===== src/rtl/bcd_operand_sequencer.sv =====
// rtl/bcd_operand_sequencer.sv - keypad BCD digit collector producing operand pairs A/B for the ALU
// Two digits per operand, converted as tens*10+units, handed off with op_valid/op_ready.
module bcd_operand_sequencer #(
  parameter logic [3:0] KEY_ENTER = 4'd10,
  parameter logic [3:0] KEY_CLEAR = 4'd11
) (
  input  logic       clk,
  input  logic       rst,
  input  logic       key_valid,
  input  logic [3:0] key_code,
  output logic [6:0] op_a,
  output logic [6:0] op_b,
  output logic       op_valid,
  input  logic       op_ready,
  output logic [3:0] digit_tens,
  output logic [3:0] digit_units,
  output logic       entry_stage,
  output logic       key_err
);

  typedef enum logic [1:0] {S_A, S_B, S_HOLD} state_t;

  state_t     state_q, state_d;
  logic [1:0] cnt_q, cnt_d;
  logic [3:0] tens_q, tens_d;
  logic [3:0] units_q, units_d;
  logic [6:0] op_a_q, op_a_d;
  logic [6:0] op_b_q, op_b_d;
  logic       op_valid_q, op_valid_d;
  logic       key_err_q, key_err_d;
  logic [6:0] value;
  logic       is_digit;

  // tens*10 as tens*8 + tens*2; at most 99, so 7 bits never overflow
  assign value    = {tens_q, 3'b000} + {2'b00, tens_q, 1'b0} + {3'b000, units_q};
  assign is_digit = (key_code <= 4'd9);

  always_comb begin
    state_d   = state_q;
    cnt_d     = cnt_q;
    tens_d    = tens_q;
    units_d   = units_q;
    op_a_d    = op_a_q;
    op_b_d    = op_b_q;
    key_err_d = 1'b0;

    if (key_valid) begin
      if (key_code == KEY_CLEAR) begin
        tens_d  = 4'd0;
        units_d = 4'd0;
        cnt_d   = 2'd0;
        state_d = S_A;
      end else if (state_q == S_HOLD) begin
        key_err_d = 1'b1;
      end else if (is_digit) begin
        if (cnt_q == 2'd0) begin
          units_d = key_code;
          cnt_d   = 2'd1;
        end else if (cnt_q == 2'd1) begin
          tens_d  = units_q;
          units_d = key_code;
          cnt_d   = 2'd2;
        end else begin
          key_err_d = 1'b1;
        end
      end else if (key_code == KEY_ENTER) begin
        if (state_q == S_A) begin
          op_a_d  = value;
          state_d = S_B;
        end else begin
          op_b_d  = value;
          state_d = S_HOLD;
        end
        tens_d  = 4'd0;
        units_d = 4'd0;
        cnt_d   = 2'd0;
      end else begin
        key_err_d = 1'b1;
      end
    end

    // A completed handshake wins over anything keyed in the same cycle
    if (state_q == S_HOLD && op_valid_q && op_ready) begin
      state_d = S_A;
    end

    op_valid_d = (state_d == S_HOLD);
  end

  always_ff @(posedge clk) begin
    if (rst) begin
      state_q    <= S_A;
      cnt_q      <= 2'd0;
      tens_q     <= 4'd0;
      units_q    <= 4'd0;
      op_a_q     <= 7'd0;
      op_b_q     <= 7'd0;
      op_valid_q <= 1'b0;
      key_err_q  <= 1'b0;
    end else begin
      state_q    <= state_d;
      cnt_q      <= cnt_d;
      tens_q     <= tens_d;
      units_q    <= units_d;
      op_a_q     <= op_a_d;
      op_b_q     <= op_b_d;
      op_valid_q <= op_valid_d;
      key_err_q  <= key_err_d;
    end
  end

  assign op_a        = op_a_q;
  assign op_b        = op_b_q;
  assign op_valid    = op_valid_q;
  assign digit_tens  = tens_q;
  assign digit_units = units_q;
  assign entry_stage = (state_q == S_B);
  assign key_err     = key_err_q;

endmodule


===== config.mk =====
export PLATFORM = sky130hd
export DESIGN_NAME = bcd_operand_sequencer
export DESIGN_NICKNAME = d
export VERILOG_FILES = /design/src/rtl/bcd_operand_sequencer.sv
export SDC_FILE = /design/constraint.sdc
export NUM_CORES = 1
export LEC_CHECK = 0
export CAP_MARGIN = 20
export CORE_MARGIN = 4
export CORE_UTILIZATION = 43
export CTS_CLUSTER_SIZE = 20
export DETAILED_ROUTE_END_ITERATION = 10
export HOLD_SLACK_MARGIN = 0.08
export PLACE_DENSITY = 0.74
export SYNTH_ARGS = -nofsm -noshare
export SYNTH_HDL_FRONTEND = slang
export SYNTH_SLANG_ARGS = --single-unit

===== constraint.sdc =====
create_clock -name clk -period 2 [get_ports clk]
set_input_delay 0.2 -clock clk [delete_from_list [all_inputs] [get_ports clk]]
set_output_delay 0.2 -clock clk [all_outputs]
set_load 0.005 [all_outputs]

==> results.json <==
{
  "core_um2": 2830,
  "dpl.cell_count": 223,
  "drive_gt1_share_pct": 17.8,
  "numCtsBuffers": 3,
  "final_util_pct": 65.9,
  "reg2reg_slack_ns": -0.002,
  "dieArea_um2": 3990,
  "cts.htree.levels": 1,
  "routabilityCongestion": 0.805,
  "final_cells": 228,
  "rsz0062_at_grt": "yes",
  "finalHoldViolCount": 0,
  "ys_warn_count": 0,
  "n_antenna_cell": 0,
  "max_freq_mhz": 500,
  "crit_fanout": 2,
  "crit_type": "flip-flop to flip-flop",
  "areaGrowthSynthToFinish_pct": 42.7,
  "cts_hold_buf": 0,
  "setup_slack_ns": -0.00155,
  "ys.flop_type": "dfxtp_1",
  "startpoint_type": "flip-flop",
  "synth_edf_count": 0,
  "std_cell_rows": 19,
  "die_w_um": 63.1,
  "syn_avg_cell_area_um2": 8.72,
  "pin_count": 33,
  "finalWirelength_um": 2970,
  "peakVddDrop_mv": 0.435,
  "required_ns": 2.28,
  "p_per_area_nw_per_um2": 561,
  "nNetsFinal": 215,
  "syn_area_um2": 1310,
  "fin_skew_ns": 0.00597,
  "die_h_um": 63.1,
  "n_fill_cell": 241,
  "grt_pass1_wl_um": 5290,
  "holdCritPathClass": "flip-flop to flip-flop",
  "startpoint": "digit_units[3]",
  "tns_ns": -0.00155,
  "vias_per_cell": 5.29,
  "setup_violations": 1,
  "reg2reg_to": "op_b[6]",
  "overflow": 0,
  "p_leak_nw": 0.773,
  "arrival_ns": 2.28,
  "cts_tree": "done",
  "reg2reg_depth": 8,
  "initial_core_util_pct": 46.2,
  "antenna_found_initial": 0,
  "drcViolationCount": 0,
  "slew_headroom_pct": 62.4,
  "via_count": 1205,
  "outcome": "complete, but fails checks",
  "yosys.area.top_type": "dfxtp_1",
  "drt-initial-drc-count": 41,
  "async_reset_ff_share_pct": 0,
  "clk_latency_ns": 0.33,
  "grt_max_degree": 17,
  "r2r_start": "digit_units[3]",
  "firstDrtPassIters": 4,
  "cp-end-kind": "flip-flop",
  "cts_buffer_depth": 2,
  "synthTopCellsByArea": "dfxtp_1, a21oi_1, nand2_1",
  "ys_types": 32,
  "yosysSeqAreaShare_pct": 42.9,
  "post-route-period-util_pct": 100,
  "clkSinkCount": 28,
  "maxCapViolCount": 0,
  "post-dp-hpwl_um": 2390,
  "ys_ff_latch": 28,
  "drv_slew": 0,
  "grt_pass1_vias": 1171,
  "critPathCapture": "op_b[6]",
  "fin_crit_ns": 2.00,
  "syn_inst": 150,
  "drtAntennaViolNets": 0,
  "violations": "setup timing",
  "clk_pin_slew_ns": 0.15,
  "synth_top_area_share_pct": 42.9,
  "root_buffer": "clkbuf_4",
  "worst_pin_slew_ns": 0.562,
  "io_buffer_count": 32,
  "track_usage_pct": 16.1,
  "synth_fp_nets": 167,
  "wl_per_cell_um": 13.0
}
==> cells in the mapped netlist, types with 2 or more instances <==
library cell / instances
a211oi_1: 2
a21oi_1: 21
dfxtp_1: 28
clkbuf_1: 4
nor2_1: 14
mux2i_1: 6
and2_1: 2
nand4b_1: 3
ha_1: 7
nand3_1: 4
nand2_1: 25
nor2b_1: 2
xnor2_1: 2
o21ai_0: 3
fa_1: 2
inv_1: 7
nand2b_1: 2
buf_4: 2
==> worst max-delay path: stages, from the launching register on <==
cell      delay, ns
dfxtp_2        0.36
fa_1           0.56
inv_1          0.06
fa_2           0.33
nand2b_4       0.14
a21oi_2        0.12
xor2_1         0.19
nand2_1        0.07
a21oi_1        0.11
==> state kept, by name (all words and copies together) (netlist names) <==
signal and cells:
digit_units 4, state_q 2, op_a 7, digit_tens 4, cnt_q 2, op_valid 1, key_err 1, op_b 7
==> placed cells by master, fill, tap and decap left out, types with 2 or more instances in the layout <==
cell,n
nand4b_1,3
nand3_1,4
a21oi_1,18
dfxtp_1,25
and2_1,2
nor2b_1,2
a211oi_1,2
clkdlybuf4s50_1,32
nand2_1,25
inv_1,7
buf_4,18
a21oi_2,3
ha_1,6
o21ai_0,3
dfxtp_2,3
nor2_1,14
mux2i_1,6
clkbuf_4,3
==> timing repair <==
item                                    CTS  global route
setup buffers                             0             1
pin swaps                                 3             6
resized for setup                         1             5
endpoints found under the setup margin    3             6
==> worst min path at each step <==
stage,start,endpoint,depth (start not counted)
2_1_floorplan,key_code[0],digit_units[0],2
3_3_place_gp,op_b[4],op_b[4],2
3_5_place_dp,op_b[5],op_b[5],2
4_1_cts,op_b[5],op_b[5],2
5_1_grt,op_b[1],op_b[1],2
6_report,op_b[5],op_b[5],2
==> power breakdown <==
part           switching, mW  internal [mW]
logic                 0.0511         0.0534
registers            0.00706          0.565
clock network          0.167          0.203
==> through the flow <==
step	hold WS [ns]	power (mW)	worst slack, ns	cell area [um^2]
6_report	0.470	1.05	-0.00155	1870
5_1_grt	0.487	1.09	-0.165	1870
4_1_cts	0.466	1.05	-0.0364	1830
3_5_place_dp	0.446	0.686	-0.0763	1780
3_3_place_gp	0.444	0.683	-0.00154	1780
2_1_floorplan	0.354	0.634	0.00989	1320
==> metal layers <==
metal	wire (um)	share of wire [%]	global-route usage (%)
met1	1290	43	18.5
met2	1530	51	29.5
met3	136	4.6	4.62
met4	13	0.44	3.31
met5	0	0	0
==> cell families (layout without fill, tap and decap cells) <==
kind of cell             after synthesis  count (layout)  synth area share (%)
AO/OA/AOI/OAI                         32              32                  15.1
flip-flops                            28              28                  42.9
multiplexers                           6               6                  4.59
XOR/XNOR                               3               3                  2.01
adder cells (fa/ha/maj)                9               9                  9.76
buffers and inverters                 14              61                  4.59
AND/OR/NAND/NOR                       58              58                  21.1
==> final cells by class <==
cell class                 instances  area [um^2]  share of cell area, %
sequential                        28          564                   30.2
timing repair buffer              50          455                   24.4
clock inverter                     1         30.0                   1.61
tap                               31         38.8                   2.08
clock buffer                       3         22.5                   1.21
inverter                           7         26.3                   1.41
multi-input combinational        108          728                   39.0
No activity file was read; power rests on OpenSTA's default activity.
